**config.mk**
```make
export PLATFORM = sky130hd
export DESIGN_NAME = vga_sync_gen
export DESIGN_NICKNAME = d
export VERILOG_FILES = /design/src/rtl/vga_pkg.sv /design/src/rtl/vga_pixel_tick.sv /design/src/rtl/vga_sync_gen.sv
export SDC_FILE = /design/constraint.sdc
export NUM_CORES = 1
export LEC_CHECK = 0
export BUFFER_PORTS_ARGS = -buffer_cell sky130_fd_sc_hd__buf_4
export CAP_MARGIN = 20
export CORE_MARGIN = 2
export CORE_UTILIZATION = 56
export DETAILED_ROUTE_END_ITERATION = 10
export MAX_ROUTING_LAYER = met4
export PLACE_DENSITY = 0.83
export SYNTH_ARGS = -nofsm -noshare
export SYNTH_HDL_FRONTEND = slang
export SYNTH_SLANG_ARGS = --single-unit
```
**constraint.sdc**
```tcl
create_clock -name clk -period 3.1 [get_ports clk]
set_clock_uncertainty 0.1 [all_clocks]
set_input_delay 0.465 -clock clk [delete_from_list [all_inputs] [get_ports clk]]
set_output_delay 0.465 -clock clk [all_outputs]
set_load 0.02 [all_outputs]
```
**src/rtl/vga_pkg.sv**
```systemverilog
// Shared 640x480 @ 60 Hz timing constants and the pixel-coordinate type used
// by the sync generator and the downstream pattern/colour stages.
package vga_pkg;

  localparam int PIX_W = 10;

  localparam int CLK_DIV_640   = 4;
  localparam int H_VISIBLE_640 = 640;
  localparam int H_FRONT_640   = 16;
  localparam int H_SYNC_640    = 96;
  localparam int H_BACK_640    = 48;
  localparam int V_VISIBLE_640 = 480;
  localparam int V_FRONT_640   = 10;
  localparam int V_SYNC_640    = 2;
  localparam int V_BACK_640    = 33;

  localparam int H_TOTAL_640 = H_VISIBLE_640 + H_FRONT_640 + H_SYNC_640 + H_BACK_640;
  localparam int V_TOTAL_640 = V_VISIBLE_640 + V_FRONT_640 + V_SYNC_640 + V_BACK_640;

  typedef logic [PIX_W-1:0] coord_t;

  // Half-open window test: lo <= val < hi.
  function automatic logic in_window(input coord_t val, input coord_t lo, input coord_t hi);
    return (val >= lo) && (val < hi);
  endfunction

endpackage

```
**src/rtl/vga_pixel_tick.sv**
```systemverilog
// System-clock divider producing a one-clk pixel_tick every CLK_DIV cycles.
module vga_pixel_tick #(
  parameter int CLK_DIV = 4
) (
  input  logic clk,
  input  logic reset,
  output logic pixel_tick
);

  localparam int DIV_W = (CLK_DIV > 1) ? $clog2(CLK_DIV) : 1;
  localparam logic [DIV_W-1:0] DIV_LAST = DIV_W'(CLK_DIV - 1);

  logic [DIV_W-1:0] div_cnt;

  // NOTE: sequential state uses non-blocking assignments so every register
  // samples the pre-edge value of every other register.
  always_ff @(posedge clk) begin
    if (reset) begin
      div_cnt <= '0;
    end else if (div_cnt == DIV_LAST) begin
      div_cnt <= '0;
    end else begin
      div_cnt <= div_cnt + 1'b1;
    end
  end

  assign pixel_tick = (div_cnt == DIV_LAST);

endmodule

```
**src/rtl/vga_sync_gen.sv**
```systemverilog
// VGA timing generator: pixel-rate horizontal/vertical counters with
// zero-latency combinational decode of syncs, display enable and coordinates.
module vga_sync_gen
  import vga_pkg::*;
#(
  parameter int CLK_DIV   = CLK_DIV_640,
  parameter int H_VISIBLE = H_VISIBLE_640,
  parameter int H_FRONT   = H_FRONT_640,
  parameter int H_SYNC    = H_SYNC_640,
  parameter int H_BACK    = H_BACK_640,
  parameter int V_VISIBLE = V_VISIBLE_640,
  parameter int V_FRONT   = V_FRONT_640,
  parameter int V_SYNC    = V_SYNC_640,
  parameter int V_BACK    = V_BACK_640
) (
  input  logic             clk,
  input  logic             reset,
  output logic             pixel_tick,
  output logic             h_sync,
  output logic             v_sync,
  output logic             DE,
  output logic [PIX_W-1:0] x_pixel,
  output logic [PIX_W-1:0] y_pixel,
  output logic             frame_start
);

  localparam int H_TOTAL = H_VISIBLE + H_FRONT + H_SYNC + H_BACK;
  localparam int V_TOTAL = V_VISIBLE + V_FRONT + V_SYNC + V_BACK;

  localparam coord_t H_LAST     = coord_t'(H_TOTAL - 1);
  localparam coord_t V_LAST     = coord_t'(V_TOTAL - 1);
  localparam coord_t H_VIS_END  = coord_t'(H_VISIBLE);
  localparam coord_t V_VIS_END  = coord_t'(V_VISIBLE);
  localparam coord_t HS_START   = coord_t'(H_VISIBLE + H_FRONT);
  localparam coord_t HS_END     = coord_t'(H_VISIBLE + H_FRONT + H_SYNC);
  localparam coord_t VS_START   = coord_t'(V_VISIBLE + V_FRONT);
  localparam coord_t VS_END     = coord_t'(V_VISIBLE + V_FRONT + V_SYNC);

  logic   tick;
  logic   h_wrap;
  logic   v_wrap;
  coord_t h_cnt;
  coord_t v_cnt;

  vga_pixel_tick #(
    .CLK_DIV(CLK_DIV)
  ) u_pixel_tick (
    .clk       (clk),
    .reset     (reset),
    .pixel_tick(tick)
  );

  assign h_wrap = (h_cnt == H_LAST);
  assign v_wrap = (v_cnt == V_LAST);

  // Both counters clear on the same edge at end of frame; reset wins over the
  // tick so a mid-line reset never stretches a sync pulse.
  always_ff @(posedge clk) begin
    if (reset) begin
      h_cnt <= '0;
      v_cnt <= '0;
    end else if (tick) begin
      if (h_wrap) begin
        h_cnt <= '0;
        if (v_wrap) begin
          v_cnt <= '0;
        end else begin
          v_cnt <= v_cnt + 1'b1;
        end
      end else begin
        h_cnt <= h_cnt + 1'b1;
      end
    end
  end

  // NOTE: every output is assigned first in this block so no path leaves a
  // value held, which would otherwise infer a latch.
  always_comb begin
    pixel_tick  = tick;
    h_sync      = 1'b1;
    v_sync      = 1'b1;
    DE          = 1'b0;
    x_pixel     = h_cnt;
    y_pixel     = v_cnt;
    frame_start = 1'b0;

    if (in_window(h_cnt, HS_START, HS_END)) h_sync = 1'b0;
    if (in_window(v_cnt, VS_START, VS_END)) v_sync = 1'b0;
    DE          = (h_cnt < H_VIS_END) && (v_cnt < V_VIS_END);
    frame_start = tick && h_wrap && v_wrap;
  end

endmodule

```
==> impl_metrics.ini, run 1 <==
[drt]
wire_per_inst_um = 13.7
firstDrtPassIters = 4
ant_nets = 0
wl_um = 2560
initialDrtViolationCount = 17
drc_errors = 0
num_vias = 1039
vias_per_cell = 5.56

[finish]
final_common_cell = buf_4
antenna_cells = 0
layout_common_cells = buf_4, dfxtp_1, nor2_1
final_layout_size_suffix_gt1_share_pct = 21.3
area_growth_pct = 20.0
nets = 169
final_cells = 187

[flow_run]
drv_cap = 0

[die]
fp-row-count = 16
dieWidth_um = 49.5
dieArea_um2 = 2450
die-height_um = 49.5
start_util_pct = 59.1
io_pins = 27
core_area_um2 = 1960

[power_and_ir_drop]
pwr-share-clk_pct = 34.2
ir_worst_vdd_uv = 219
p_leak_nw = 0.526
pwr-share-comb_pct = 4.8
p_int_mw = 0.369
switchingPower_mw = 0.107
fin_total_pwr_mw = 0.476
switching_share_pct = 22.5
p_seq_share_pct = 61.0
powerDensity_nw_per_um2 = 342

[logic_synthesis]
ys_seq_elements = 22
seq_area_frac_synth_pct = 38.0
yosysUniqueCellTypes = 34
yosysWarnings = 0
syn_nets = 144
syn_area_um2 = 1160
synth_cells = 136
avgSynthCellArea_um2 = 8.52

[worst_setup_path]
arrival_ps = 2110
crit_type = reg2out
start_kind = flip-flop
cp_data_required_time_ps = 2530
worst-path-max-fanout = 22
endpoint_kind = output port

[global_route]
grt-ovfl-total = 0
grt_max_degree = 23
grt_use_total_pct = 22.4
antenna_found_initial = 0
grt_pass1_vias = 964
grt_first_pass_wirelength_um = 4130

[sta]
tns_ps = 0
worst_slack_ps = 426
worst_slew_pin_slew_ps = 485
slew_headroom_pct = 67.6
whs_ps = 270
hold_violations = 0
fmax_mhz = 374
layout_min_cycle_time_ps = 2670
slew_violations = 0
rsz0062_at_grt = no
finalSetupViolations = 0
period_share_pct = 86.3

[min_path]
min_path_type = in2reg

[clocking]
cts_root_buf = clkbuf_4
h-tree-depth = 1
cts.clk_slew.worst_paths_ps = 130
clkLatencyLatePin_ps = 320
post_cts_buffers = 0
cts_made_buffers = 3
cts_hold_buf = 0
cts_tree = done
ctsLongestPathBuffers = 2
cts_resized = 0
clock-sinks = 22

[placed_design]
post-place-cells = 183
dp_hpwl_um = 1780
port_buffers = 26
pre_cts_ws_ps = 798
place.gp.congestion = 0.839

[status]
status = complete, no violations
layer usage:
layer  wire length, µm  global-route usage (%)
met5                 0                       -
met3               105                    2.73
met4                12                    8.80
met2              1290                    39.0
met1              1150                    26.4
cell type report:
class	count	area, µm²
Fill cell	178	572
Multi-Input combinational cell	101	658
Timing Repair Buffer	26	195
Tap cell	27	33.8
Inverter	7	26.3
Clock buffer	4	36.3
Sequential cell	22	440
power by group through the flow:
stage / Clock [mW] / Combinational (mW) / Sequential, mW
2_1_floorplan: 0 / 0.0146 / 0.297
3_5_place_dp: 0 / 0.0226 / 0.297
4_1_cts: 0.162 / 0.0226 / 0.290
3_3_place_gp: 0 / 0.0216 / 0.296
5_1_grt: 0.173 / 0.0264 / 0.291
6_report: 0.163 / 0.0227 / 0.290
critical path, stage by stage (launching register included):
cell	delay [ps]
dfxtp_1	360
ha_1	350
and3_1	270
nand4_2	420
nor2_1	220
buf_4	160
state kept, by name (all words and copies together) (netlist names):
register              cells
x_pixel                  10
y_pixel                  10
u_pixel_tick.div_cnt      2
path summary, 6_finish.rpt:
check	startpoint	to	cells after the start	slack (ps)
max	u_pixel_tick.div_cnt[0]	frame_start	5	430
min reg2reg	u_pixel_tick.div_cnt[0]	u_pixel_tick.div_cnt[0]	1	330
max reg2reg	u_pixel_tick.div_cnt[0]	y_pixel[8]	5	720
min	reset	x_pixel[1]	2	270
stage by stage:
| stage | area, µm² | utilization, % |
|---|---|---|
| finish | 1390 | 70.9 |
| detailed placement | 1350 | 69.0 |
| CTS | 1390 | 70.9 |
| global placement | 1350 | 69.0 |
| floorplan | 1160 | - |
| global route | 1390 | 70.9 |
logic make-up (layout without fill, tap and decap cells):
kind of cell | Yosys count | after routing | share of synthesized area [%]
AOI/OAI and AO/OA | 22 | 22 | 11.7
xor gates and xnor gates | 10 | 10 | 7.56
adders and majority gates | 6 | 6 | 6.48
buffers and inverters | 13 | 37 | 5.18
DFF | 22 | 22 | 38.0
and+or+nand+nor | 63 | 63 | 31.1
synthesized netlist by cell type:
library cell  count  area (µm²)
dfxtp_1          22         440
nor2_1           13        48.8
a21oi_1           9        45.0
nand2_1           9        33.8
nand3_1           8        40.0
inv_1             7        26.3
nor3_1            7        35.0
ha_1              6        75.1
o21ai_0           6        30.0
or3_1             6        37.5
xnor2_1           6        52.6
nand4_1           4        25.0
xor2_1            4        35.0
buf_2             3        15.0
and2_1            2        12.5
and3_1            2        12.5
and4_1            2        17.5
clkbuf_1          2        7.51
nand2b_1          2        12.5
o21a_1            2        15.0
buf_6             1        11.3
nand4_2           1        12.5
nor3b_1           1        7.51
nor4_1            1        6.26
nor4b_1           1        8.76
nor4b_4           1        23.8
nor4bb_1          1        10.0
o211ai_1          1        7.51
o21ba_2           1        10.0
o21bai_2          1        11.3
o311ai_0          1        8.76
o31ai_1           1        7.51
or3b_1            1        8.76
or4_1             1        7.51
Note: power is estimated with default switching activity, not from simulation.
==> run 2, diff against run 1 <==
Settings changed: PLACE_DENSITY 0.83 to default, PLACE_DENSITY_LB_ADDON from default to 0.25.
==> run 2 against run 1 <==
  * Utilization stayed put
  * Sequential share of layout area unchanged
  * Combinational power about the same
  * Clock power down 4%
  * Design area did not move
  * Flip-flop and latch count is the same
  * Critical path type unchanged
  * Non-clock buffer count unchanged
  * Critical path depth unchanged
  * Setup slack improved by 38 ps
  * Die area unchanged
  * Worst hold slack improved by 7.1 ps
  * Global-route usage shrank 0.66 points
==> impl_metrics.ini, run 2 (synthesized netlist as in run 1, its figures left out) <==
[status]
status = complete, no violations

[drt]
firstDrtPassIters = 4
wl_um = 2360
ant_nets = 0
num_vias = 1055
wire_per_inst_um = 12.6
vias_per_cell = 5.64
initialDrtViolationCount = 18
drc_errors = 0

[sta]
tns_ps = 0
whs_ps = 277
hold_violations = 0
slew_violations = 0
rsz0062_at_grt = no
layout_min_cycle_time_ps = 2640
fmax_mhz = 379
period_share_pct = 85.0
worst_slew_pin_slew_ps = 479
finalSetupViolations = 0
worst_slack_ps = 464
slew_headroom_pct = 68.0

[placed_design]
dp_hpwl_um = 1740
post-place-cells = 183
pre_cts_ws_ps = 839
port_buffers = 26
place.gp.congestion = 0.847

[global_route]
grt_first_pass_wirelength_um = 4020
antenna_found_initial = 0
grt_pass1_vias = 914
grt-ovfl-total = 0
grt_use_total_pct = 21.8
grt_max_degree = 23

[worst_setup_path]
endpoint_kind = output port
worst-path-max-fanout = 22
arrival_ps = 2070
start_kind = flip-flop
crit_type = reg2out
worstPathCellList = ha_1 > and3_1 > nand4_2 > nor2_1 > buf_4
cp_data_required_time_ps = 2530
cpPeakStageDelay_ps = 410
crit_path_top_delay_cell = nand4_2

[min_path]
min_path_type = in2reg

[power_and_ir_drop]
switchingPower_mw = 0.101
powerDensity_nw_per_um2 = 338
p_leak_nw = 0.526
p_int_mw = 0.369
switching_share_pct = 21.5
fin_total_pwr_mw = 0.469
ir_worst_vdd_uv = 414
pwr-share-comb_pct = 4.8
p_seq_share_pct = 61.8
pwr-share-clk_pct = 33.4

[finish]
layout_common_cells = buf_4, dfxtp_1, nor2_1
fillers = 176
regArea_um2 = 440
nets = 169
final_common_cell = buf_4
antenna_cells = 0
final_cells = 187
final_layout_size_suffix_gt1_share_pct = 21.3
area_growth_pct = 20.0
multiInputGateArea_um2 = 658

[clocking]
ctsLongestPathBuffers = 2
h-tree-depth = 1
cts_made_buffers = 3
cts_resized = 0
cts_tree = done
clkLatencyLatePin_ps = 310
cts_root_buf = clkbuf_4
cts.clk_slew.worst_paths_ps = 120
cts_hold_buf = 0
post_cts_buffers = 0
clock-sinks = 22

[die]
core_area_um2 = 1960
start_util_pct = 59.1
dieArea_um2 = 2450
io_pins = 27
die-height_um = 49.5
fp-row-count = 16
dieWidth_um = 49.5

[flow_run]
drv_cap = 0
[run 2: cell counts in the layout (fill, tap and decap cells not counted)]
Identical to the previous run, type by type.
[run 2: layout make-up]
type,count,area share [%]
multi-input cells,101,47.3
clock buffers,4,2.61
inverters,7,1.89
repair buffers,26,14.0
flip-flops and latches,22,31.7
well taps,27,2.43
[run 2: path summary, 6_finish.rpt]
path                                  end  cells past startpoint                    start  slack [ps]
setup / recovery              frame_start                      5  u_pixel_tick.div_cnt[0]         460
hold / removal                 x_pixel[1]                      2                    reset         280
setup reg to reg               y_pixel[8]                      5  u_pixel_tick.div_cnt[0]         770
hold reg to reg   u_pixel_tick.div_cnt[0]                      1  u_pixel_tick.div_cnt[0]         330
[run 2: power by group through the flow]
stage               sequential [mW]  clock [mW]  combinational (mW)
floorplan                     0.297           0              0.0146
global placement              0.296           0              0.0216
detailed placement            0.296           0              0.0227
CTS                           0.290       0.161              0.0227
global route                  0.291       0.174              0.0255
finish                        0.290       0.157              0.0226
[run 2: per-layer routing]
metal	part of all wire (%)	GRT usage (%)	routed length (µm)
met1	47	27.6	1110
met2	46	35.4	1090
met3	5.6	6.36	133
met4	0.97	3.24	23
met5	0	-	0
[run 2: through the flow]
| stage | instance area [µm²] | util (%) |
|---|---|---|
| floorplan | 1160 | - |
| global placement | 1350 | 69.0 |
| detailed placement | 1350 | 69.0 |
| CTS | 1390 | 70.9 |
| global route | 1390 | 70.9 |
| finish | 1390 | 70.9 |
[run 2: critical path: cells and delay by family (launching register included)]
kind	cells	cell delay (ps)
flip-flops	1	350
buffers and inverters	1	160
adder cells (fa/ha/maj)	1	340
AND/OR/NAND/NOR	3	890
==> run 3, diff against run 2 <==
Settings changed: CORE_UTILIZATION 56 to 50.
==> run 3 against run 2 <==
  * Wire length down 4.1%
  * First-iteration DRC count is 17% lower
  * Cell count unchanged
  * Via count is 3.2% lower
  * Critical endpoint unchanged
==> impl_metrics.ini, run 3 (synthesized netlist as in run 1, its figures left out) <==
[worst_setup_path]
cp-startpoint = u_pixel_tick.div_cnt[0]
crit_type = reg2out
rr_endpoint = y_pixel[8]
arrival_ps = 2090
reg2reg_from = u_pixel_tick.div_cnt[0]
cp_data_required_time_ps = 2530
endpoint_kind = output port
worst-path-max-fanout = 22
start_kind = flip-flop
ff2ff_path_depth = 5
rrSetupSlack_ps = 770

[finish]
antenna_cells = 0
layout_common_cells = buf_4, dfxtp_1, nor2_1
final_common_cell = buf_4
fillers = 209
final_layout_size_suffix_gt1_share_pct = 20.8
regArea_um2 = 440
nets = 169
multiInputGateArea_um2 = 658
area_growth_pct = 18.9

[drt]
wire_per_inst_um = 12.1
initialDrtViolationCount = 15
wl_um = 2260
vias_per_cell = 5.46
drc_errors = 0
firstDrtPassIters = 4
num_vias = 1021
ant_nets = 0

[die]
io_pins = 27
fp-row-count = 17
core_area_um2 = 2190
dieArea_um2 = 2720
start_util_pct = 52.9
dieWidth_um = 52.1
die-height_um = 52.1

[clocking]
h-tree-depth = 1
cts_made_buffers = 3
cts_root_buf = clkbuf_4
cts_resized = 0
cts_tree = done
clock-sinks = 22
cts.clk_slew.worst_paths_ps = 120
cts_hold_buf = 0
post_cts_buffers = 0
clkLatencyLatePin_ps = 300
ctsLongestPathBuffers = 2

[status]
status = complete, no violations

[power_and_ir_drop]
ir_worst_vdd_uv = 216
fin_total_pwr_mw = 0.439
pwr-share-clk_pct = 28.8
p_int_mw = 0.342
pwr-share-comb_pct = 5.1
p_leak_nw = 0.519
switchingPower_mw = 0.0965
powerDensity_nw_per_um2 = 318
switching_share_pct = 22.0
p_seq_share_pct = 66.1

[sta]
slew_headroom_pct = 68.1
period_share_pct = 85.6
layout_min_cycle_time_ps = 2650
slew_violations = 0
rsz0062_at_grt = no
fmax_mhz = 377
tns_ps = 0
hold_violations = 0
finalSetupViolations = 0
worst_slew_pin_slew_ps = 478

[global_route]
grt_max_degree = 23
grt_use_total_pct = 20.1
antenna_found_initial = 0
grt_first_pass_wirelength_um = 3990
grt-ovfl-total = 0
grt_pass1_vias = 966

[min_path]
min_path_type = in2reg
worstHoldStart = reset
worstHoldEndpoint = x_pixel[2]
whs_path_depth = 2

[placed_design]
dp_hpwl_um = 1740
place.gp.congestion = 0.814
port_buffers = 26

[flow_run]
drv_cap = 0
==> run 3: worst max-delay path by stage <==
stage | end | slack [ps] | depth (start not counted)
finish | frame_start | 450 | 5
global placement | frame_start | 890 | 5
global route | frame_start | 260 | 5
floorplan | frame_start | 750 | 7
CTS | frame_start | 430 | 5
detailed placement | y_pixel[8] | 790 | 5
==> run 3: power by group through the flow <==
stage          combinational, mW  sequential (mW)  clock [mW]
6_report                  0.0222            0.290       0.126
5_1_grt                   0.0258            0.290       0.137
4_1_cts                   0.0227            0.290       0.131
3_5_place_dp              0.0226            0.296           0
3_3_place_gp              0.0217            0.296           0
2_1_floorplan             0.0146            0.297           0
==> run 3: worst max-delay path, cell delays in order (launching register included) <==
cell	delay (ps)
dfxtp_1	360
ha_1	340
and3_1	270
nand4_2	420
nor2_1	240
buf_4	160
==> run 3: layout make-up <==
type	count	area share [%]
inverters	7	1.91
well taps	28	2.54
multi-input cells	101	47.8
flip-flops and latches	22	32.0
clock buffers	3	1.63
repair buffers	26	14.2
==> run 3: per-layer routing <==
| layer | part of all wire, % | up-vias | track usage [%] |
|---|---|---|---|
| met2 | 49 | 25 | 32.3 |
| met1 | 46 | 463 | 24.9 |
| li1 | - | 529 | - |
| met5 | 0 | - | - |
| met4 | 1.2 | 0 | 9.40 |
| met3 | 4.5 | 4 | 3.16 |
==> run 3: through the flow <==
step	utilization [%]	area [µm²]	instances	worst slack, ps	hold WS [ps]
after floorplan	-	1160	136	751	298
after global placement	61.9	1360	184	889	306
after detailed placement	61.9	1360	184	792	323
after CTS	62.9	1380	187	433	270
after global routing	62.9	1380	187	260	280
final	62.9	1380	187	447	275
